--- src/rtl/result_drain_register.sv ---
// Result drain register: collects one systolic-array column of DEPTH result
// words, then drains them in capture order over a valid/ready handshake.
`ifndef ARRAYHEIGHT
`define ARRAYHEIGHT 4
`endif
`ifndef DATASIZE
`define DATASIZE 8
`endif

module result_drain_register #(
  parameter int DEPTH = `ARRAYHEIGHT,
  parameter int WIDTH = `DATASIZE
) (
  input  logic             clk,
  input  logic             rst,
  input  logic             capture_en,
  input  logic [WIDTH-1:0] in,
  input  logic             flush,
  input  logic             out_ready,
  output logic             out_valid,
  output logic [WIDTH-1:0] out,
  output logic             out_last,
  output logic             busy,
  output logic             drop_err
);

  localparam int CW = $clog2(DEPTH + 1);
  localparam int AW = (DEPTH > 1) ? $clog2(DEPTH) : 1;
  localparam logic [CW-1:0] C_LAST = CW'(DEPTH - 1);
  localparam logic [CW-1:0] C_ONE  = CW'(1);

  typedef enum logic [1:0] {
    S_IDLE,
    S_COLLECT,
    S_DRAIN
  } state_t;

  state_t              r_state;
  state_t              w_state_nxt;
  logic [WIDTH-1:0]    r_mem [DEPTH];
  logic [CW-1:0]       r_wr_cnt;
  logic [CW-1:0]       r_rd_ptr;
  logic                r_drop_err;
  logic [CW-1:0]       w_wr_cnt_nxt;
  logic [CW-1:0]       w_rd_ptr_nxt;
  logic                w_we;
  logic [AW-1:0]       w_waddr;
  logic                w_drop_set;
  logic                w_hs;
  logic                w_rd_last;

  assign w_hs      = (r_state == S_DRAIN) && out_ready;
  assign w_rd_last = (r_rd_ptr == C_LAST);

  // Next-state, pointer updates and capture/drop decisions.
  always_comb begin
    w_state_nxt  = r_state;
    w_wr_cnt_nxt = r_wr_cnt;
    w_rd_ptr_nxt = r_rd_ptr;
    w_we         = 1'b0;
    w_waddr      = '0;
    w_drop_set   = 1'b0;
    case (r_state)
      S_IDLE: begin
        if (capture_en) begin
          w_we         = 1'b1;
          w_wr_cnt_nxt = C_ONE;
          w_state_nxt  = (DEPTH == 1) ? S_DRAIN : S_COLLECT;
        end
      end
      S_COLLECT: begin
        if (capture_en) begin
          w_we         = 1'b1;
          w_waddr      = r_wr_cnt[AW-1:0];
          w_wr_cnt_nxt = r_wr_cnt + C_ONE;
          if (r_wr_cnt == C_LAST) begin
            w_state_nxt = S_DRAIN;
          end
        end
      end
      S_DRAIN: begin
        if (w_hs && w_rd_last) begin
          // Final handshake frees the buffer, so a same-cycle capture
          // becomes word 0 of the next batch instead of a drop.
          w_rd_ptr_nxt = '0;
          w_wr_cnt_nxt = '0;
          w_state_nxt  = S_IDLE;
          if (capture_en) begin
            w_we         = 1'b1;
            w_wr_cnt_nxt = C_ONE;
            w_state_nxt  = (DEPTH == 1) ? S_DRAIN : S_COLLECT;
          end
        end else begin
          if (w_hs) begin
            w_rd_ptr_nxt = r_rd_ptr + C_ONE;
          end
          if (capture_en) begin
            w_drop_set = 1'b1;
          end
        end
      end
      default: w_state_nxt = S_IDLE;
    endcase
  end

  // State, counters, storage and sticky drop flag; rst beats flush.
  always_ff @(posedge clk) begin
    if (rst) begin
      r_state    <= S_IDLE;
      r_wr_cnt   <= '0;
      r_rd_ptr   <= '0;
      r_drop_err <= 1'b0;
      r_mem      <= '{default: '0};
    end else if (flush) begin
      r_state    <= S_IDLE;
      r_wr_cnt   <= '0;
      r_rd_ptr   <= '0;
      r_drop_err <= 1'b0;
    end else begin
      r_state  <= w_state_nxt;
      r_wr_cnt <= w_wr_cnt_nxt;
      r_rd_ptr <= w_rd_ptr_nxt;
      if (w_we) begin
        r_mem[w_waddr] <= in;
      end
      if (w_drop_set) begin
        r_drop_err <= 1'b1;
      end
    end
  end

  assign out_valid = (r_state == S_DRAIN);
  assign out       = out_valid ? r_mem[r_rd_ptr[AW-1:0]] : '0;
  assign out_last  = out_valid && w_rd_last;
  assign busy      = (r_state != S_IDLE);
  assign drop_err  = r_drop_err;

endmodule
--- config.mk ---
export PLATFORM = sky130hd
export DESIGN_NAME = result_drain_register
export DESIGN_NICKNAME = d
export VERILOG_FILES = /design/src/rtl/result_drain_register.sv
export SDC_FILE = /design/constraint.sdc
export NUM_CORES = 1
export LEC_CHECK = 0
export CELL_PAD_IN_SITES_DETAIL_PLACEMENT = 0
export CELL_PAD_IN_SITES_GLOBAL_PLACEMENT = 1
export CORE_MARGIN = 5
export CORE_UTILIZATION = 39
export CTS_CLUSTER_DIAMETER = 100
export DETAILED_ROUTE_END_ITERATION = 8
export GPL_ROUTABILITY_DRIVEN = 0
export PLACE_DENSITY_LB_ADDON = 0.1
export SYNTH_ARGS = -nofsm -noshare
export SYNTH_HDL_FRONTEND = slang
export SYNTH_SLANG_ARGS = --single-unit
--- constraint.sdc ---
create_clock -name clk -period 1.6 [get_ports clk]
set_input_delay 0.32 -clock clk [delete_from_list [all_inputs] [get_ports clk]]
set_output_delay 0.32 -clock clk [all_outputs]
set_load 0.1 [all_outputs]
## Word-level counts from Yosys, hierarchy flattened

Index checks and enable logic that the tools add are counted.
W data, S select, Z words.

| word-level totals | value |
|---|---|
| flip-flop bits (word level) | 41 |
| latch bits | 0 |
| memory bits (writable) | 0 |
| bits in read-only memories | 0 |
| input port bits | 13 |
| output and inout port bits | 12 |
| memories kept | 0 |

| cells by class | value |
|---|---|
| $add $sub $neg | 2 |
| multiply operators | 0 |
| div/mod/pow operators | 0 |
| $lt $le $gt $ge | 3 |
| equal/unequal tests | 8 |
| shift operators | 0 |
| muxes and demuxes | 27 |
| bitwise operators | 3 |
| reduce and logical (&&, ||, !) cells | 14 |

Operator list:

| operator | count |
|---|---|
| $bwmux W32 | 1 |
| $mux W8 | 4 |
| $bmux W8 S2 | 1 |
| $demux W8 S2 | 1 |
| $mux W3 | 5 |
| $mux W2 | 6 |
| $pmux W3 S3 | 1 |
| $reduce_and A4 Y1 | 2 |
| $add A3 B1 Y3 const B | 2 |
| $eq A3 B2 Y1 const B | 2 |
| $ge A3 B3 Y1 const B | 2 |
| $mux W1 | 6 |
| $ne A2 B2 Y1 const B | 3 |
| $not A2 Y3 | 2 |
| $pmux W2 S3 | 1 |
| $logic_and A1 B1 Y1 | 4 |
| $reduce_and A2 Y1 | 2 |
| $reduce_bool A2 Y1 | 2 |
| $reduce_or A2 Y1 | 2 |
| $lt A3 B1 Y1 const B | 1 |
| $reduce_bool A3 Y1 | 1 |
| $eq A2 B1 Y1 const B | 1 |
| $eq A2 B2 Y1 const B | 1 |
| $logic_not A2 Y1 | 1 |
| other kinds (3) | 3 |

## Logic depth before layout (Yosys ltp)

Gate-level depths: netlist (run 1).

| logic depth | value |
|---|---|
| depth after elaboration | 8 |
| depth in mapped cells | 7 |

## Worst setup path after synthesis (run 1)

Ideal clock, no wire load.

| timing | value |
|---|---|
| kind | register to output |
| from | register r_state[0] |
| to | output port out_last |
| arrival | 2.468 ns |
| data required time | 1.280 ns |
| setup slack | -1.188 ns |
| stages on the path, launching flop included | 6 |
| cell sequence | dfxtp_1 -> inv_1 -> ha_1 -> buf_6 -> clkbuf_1 -> and3_1 |

| between the ends | value |
|---|---|
| cells in the longest elaborated chain, start to end | 2 |

Ends and longest elaborated chain:

| what | RTL line | RTL |
|---|---|---|
| start: declaration | 38 | `state_t r_state;` |
| start signal: assignment | 120 | `r_state <= w_state_nxt;` |
| $eq A2 B2 Y1 | 132 | `assign out_valid = (r_state == S_DRAIN);` |
| via out_valid | 20 | `output logic out_valid,` |
| $logic_and A1 B1 Y1 | 134 | `assign out_last = out_valid && w_rd_last;` |
| end: declaration | 22 | `output logic out_last,` |

The timed path passes the listed nets, and every way through them passes these cells.

## Worst setup path after layout (run 1)

| timing | value |
|---|---|
| from | register r_rd_ptr[0] |
| to | output port out[4] |

| between the ends | value |
|---|---|
| cells in the longest elaborated chain, start to end | 5 |

Ends and longest elaborated chain:

| what | RTL line | RTL |
|---|---|---|
| start: declaration | 42 | `logic [CW-1:0] r_rd_ptr;` |
| start signal: assignment | 122 | `r_rd_ptr <= w_rd_ptr_nxt;` |
| $not A2 Y3 (not written as such) | 133 | `assign out = out_valid ? r_mem[r_rd_ptr[AW-1:0]] : '0;` |
| $bmux W8 S2 | 133 |  |
| $mux W8 (not written as such) (2 in series) | 133 |  |
| $mux W8 | 133 |  |
| end: declaration | 21 | `output logic [WIDTH-1:0] out,` |

No other way between the ends. The select of a mux whose other input is x is not followed.

==> impl_metrics.env, run 1 <==
export IMPL_grt_pass1_vias=1960
export IMPL_power_density_mw_per_mm2=723.4
export IMPL_worst_pin_slew_ns=0.3447
export IMPL_drive_gt1_share_pct=37.09
export IMPL_worstPathRequired_ns=1.28
export IMPL_synth_edf_count=0
export IMPL_dpl_hpwl_mm=4.053
export IMPL_synth_top_area_share_pct=37.94
export IMPL_cpMostUsedCell="buf_12"
export IMPL_p_leak_nw=1.310
export IMPL_rows=27
export IMPL_synth_distinct_cells=38
export IMPL_yosysTopAreaCell="dfxtp_1"
export IMPL_synth_seq_area_share_pct=37.94
export IMPL_pwr_share_comb_pct=11.8
export IMPL_final_min_clock_period_ns=1.947
export IMPL_die_area_mm2=0.007137
export IMPL_ys_ff_latch=41
export IMPL_dr_pass1_iters=4
export IMPL_fmax_mhz=513.7
export IMPL_coreArea_mm2=0.005439
export IMPL_swShare_pct=22.59
export IMPL_n_antenna_cell=0
export IMPL_ctsHoldBuffers=0
export IMPL_clock_latency_ns=0.30
export IMPL_ios=25
export IMPL_clock_path_buffers=2
export IMPL_worst_path_largest_cell_delay_ns=0.50
export IMPL_end_kind="output pin"
export IMPL_nNetsFinal=295
export IMPL_yosys_warnings=0
export IMPL_path_max_fanout=8
export IMPL_vias=1782
export IMPL_irDropWorstVdd_v=0.0004379
export IMPL_grt_max_degree=24
export IMPL_syn_area_mm2=0.002163
export IMPL_numClockSinks=41
export IMPL_p_seq_share_pct=44.5
export IMPL_skew_ns=0.008497
export IMPL_syn_avg_cell_area_um2=10.20
export IMPL_avgRoutedWirePerCell_um=16.33
export IMPL_area_growth_pct=49.51
export IMPL_overflow=0
export IMPL_routed_wl_mm=5.667
export IMPL_antenna_left=0
export IMPL_cpLargestDelayFamily="multiplexers"
export IMPL_crit_type="reg2out"
export IMPL_antenna_found_initial=0
export IMPL_rsz0062_at_grt="true"
export IMPL_cap_violations=0
export IMPL_cts_buffers=5
export IMPL_die_height_um=84.48
export IMPL_setup_viol=18
export IMPL_cts_htree_levels=2
export IMPL_syn_inst=212
export IMPL_tritoncts="built"
export IMPL_track_usage_pct=16.53
export IMPL_hold_class="reg2reg"
export IMPL_fillers=463
export IMPL_status="complete, but fails checks"
export IMPL_async_flop_share_pct=0
export IMPL_fin_ws_ns=-0.3466
export IMPL_clk_pin_slew_ns=0.09
export IMPL_crit_chain="buf_12, mux4_2, and2_4, buf_12"
export IMPL_drv_slew=0
export IMPL_synth_ff_type="dfxtp_1"
export IMPL_synthesis_nets=233
export IMPL_path_buf_inv=2
export IMPL_root_buffer="clkbuf_8"
export IMPL_p_int_mw=1.811
export IMPL_port_buffers=24
export IMPL_dp_slack_ns=-0.3352
export IMPL_clock_power_share_pct=43.7
export IMPL_startpoint_type="flip-flop"
export IMPL_via_per_inst=5.135
export IMPL_min_period_over_period_pct=121.7
export IMPL_drt_drc_violations_left=0
export IMPL_worst_ep_arrival_time_ns=1.63
export IMPL_grt_first_pass_wirelength_mm=9.473
export IMPL_cpMaxStageDelayCell="mux4_2"
export IMPL_dr_first_iter_drc_count=63
export IMPL_die_w_um=84.48
export IMPL_failed_checks="negative setup slack"
export IMPL_synthTopCellsByArea="dfxtp_1, mux2i_1, nand2b_1"
export IMPL_slew_headroom_pct=76.78
export IMPL_finalHoldViolations=0
export IMPL_switching_power_mw=0.5285
export IMPL_floorplan_initialDensity_pct=39.77
export IMPL_hold_slack_ns=0.4786
export IMPL_totalPowerFinal_mw=2.340
==> kinds of logic (layout without fill, tap and decap cells) <==
| group | count (synthesis) | after routing | synth area share, % |
|---|---|---|---|
| buf+inv | 21 | 84 | 4.280 |
| fa+ha+maj | 8 | 8 | 4.627 |
| mux | 37 | 37 | 21.75 |
| simple gates | 74 | 74 | 21.28 |
| compound gates | 31 | 31 | 10.12 |
| flops | 41 | 41 | 37.94 |
==> metrics by stage <==
step                std cells  cell area (µm²)  utilization (%)  setup TNS (ns)
global placement          326             2853            52.45          -7.434
CTS                       345             3168            58.25          -3.075
detailed placement        326             2853            52.45          -8.158
floorplan                 212             2213                -          -2.112
finish                    347             3234            59.47          -3.015
global route              347             3234            59.47          -4.417
==> cell usage after synthesis (5+ instances only) <==
| cell | number |
|---|---|
| inv_1 | 7 |
| buf_2 | 5 |
| and2_1 | 8 |
| a21oi_1 | 9 |
| nand2b_1 | 33 |
| ha_1 | 8 |
| o21ai_0 | 10 |
| mux2i_1 | 29 |
| clkbuf_1 | 8 |
| nand2_1 | 8 |
| nand3_1 | 8 |
| dfxtp_1 | 41 |
| mux4_2 | 8 |
==> tightest hold or removal path, stage by stage, from the launching register on <==
cell,delay [ns]
dfxtp_1,0.31
nand2b_1,0.07
mux2i_1,0.06
==> cell usage in the layout, fill, tap and decap left out, types with 2 or more instances in the layout <==
cell type / instances
nand2_1: 8
o21ai_0: 10
mux4_2: 8
dfxtp_1: 38
nor2b_1: 2
and3_4: 2
buf_12: 15
inv_4: 3
a211oi_2: 2
ha_4: 5
a31oi_1: 2
a21oi_1: 9
and2_4: 8
clkbuf_8: 5
nand2b_1: 33
a211o_1: 2
dfxtp_4: 3
clkdlybuf4s50_1: 12
nor3_1: 2
bufinv_16: 2
inv_1: 4
nand3_1: 8
ha_1: 3
mux2i_1: 29
buf_6: 10
buf_4: 31
==> registers in the layout, summed over array words and instances, names as in the netlist <==
signal	flops
drop_err	1
r_mem	32
r_rd_ptr	3
r_state	2
r_wr_cnt	3
==> power by group through the flow <==
stage	registers, mW	clock network [mW]	logic [mW]
after floorplan	1.07	0	0.132
after global placement	1.07	0	0.242
after detailed placement	1.07	0	0.247
after CTS	1.04	1.05	0.272
after global routing	1.04	1.09	0.299
final	1.04	1.02	0.277
==> timing repair <==
| item | 4_1_cts | 5_1_grt |
|---|---|---|
| pin swaps | 10 | 6 |
| resized for setup | 21 | 12 |
| setup endpoints to repair | 23 | 29 |
| gates cloned | 1 | 0 |
| setup buffers | 10 | 2 |
==> routing by layer <==
layer	track usage, %	part of all wire (%)	wire length (µm)
met4	3.885	0.64	36
met5	0	0	0
met3	3.435	3.5	199
met2	28.90	51	2870
met1	20.82	45	2561
==> path summary, 6_finish.rpt <==
path	start	end	slack, ns	cells past startpoint
max reg2reg	r_rd_ptr[0]$_SDFFE_PP0P_	r_mem[31]$_SDFFE_PP0P_	-0.03	7
min	r_mem[4]$_SDFFE_PP0P_	r_mem[4]$_SDFFE_PP0P_	0.48	2
max	r_rd_ptr[0]$_SDFFE_PP0P_	out[4]	-0.35	4
min reg2reg	r_mem[4]$_SDFFE_PP0P_	r_mem[4]$_SDFFE_PP0P_	0.48	2
==> area by class of cell <==
| cell class | instances | area [µm²] | share of cell area (%) |
|---|---|---|---|
| flip-flops and latches | 41 | 832.0 | 25.73 |
| clock inverters | 3 | 68.82 | 2.128 |
| inverters | 7 | 33.78 | 1.044 |
| repair buffers | 69 | 793.3 | 24.53 |
| multi-input cells | 150 | 1348 | 41.66 |
| well taps | 72 | 90.09 | 2.785 |
| clock buffers | 5 | 68.82 | 2.128 |
(Power assumes the default switching activity.)
==> inputs of run 2 (changes only) <==
- CAP_MARGIN: default -> 25
==> results of run 2 <==
No change in the layout: final DEF, timing and power equal those of run 1.
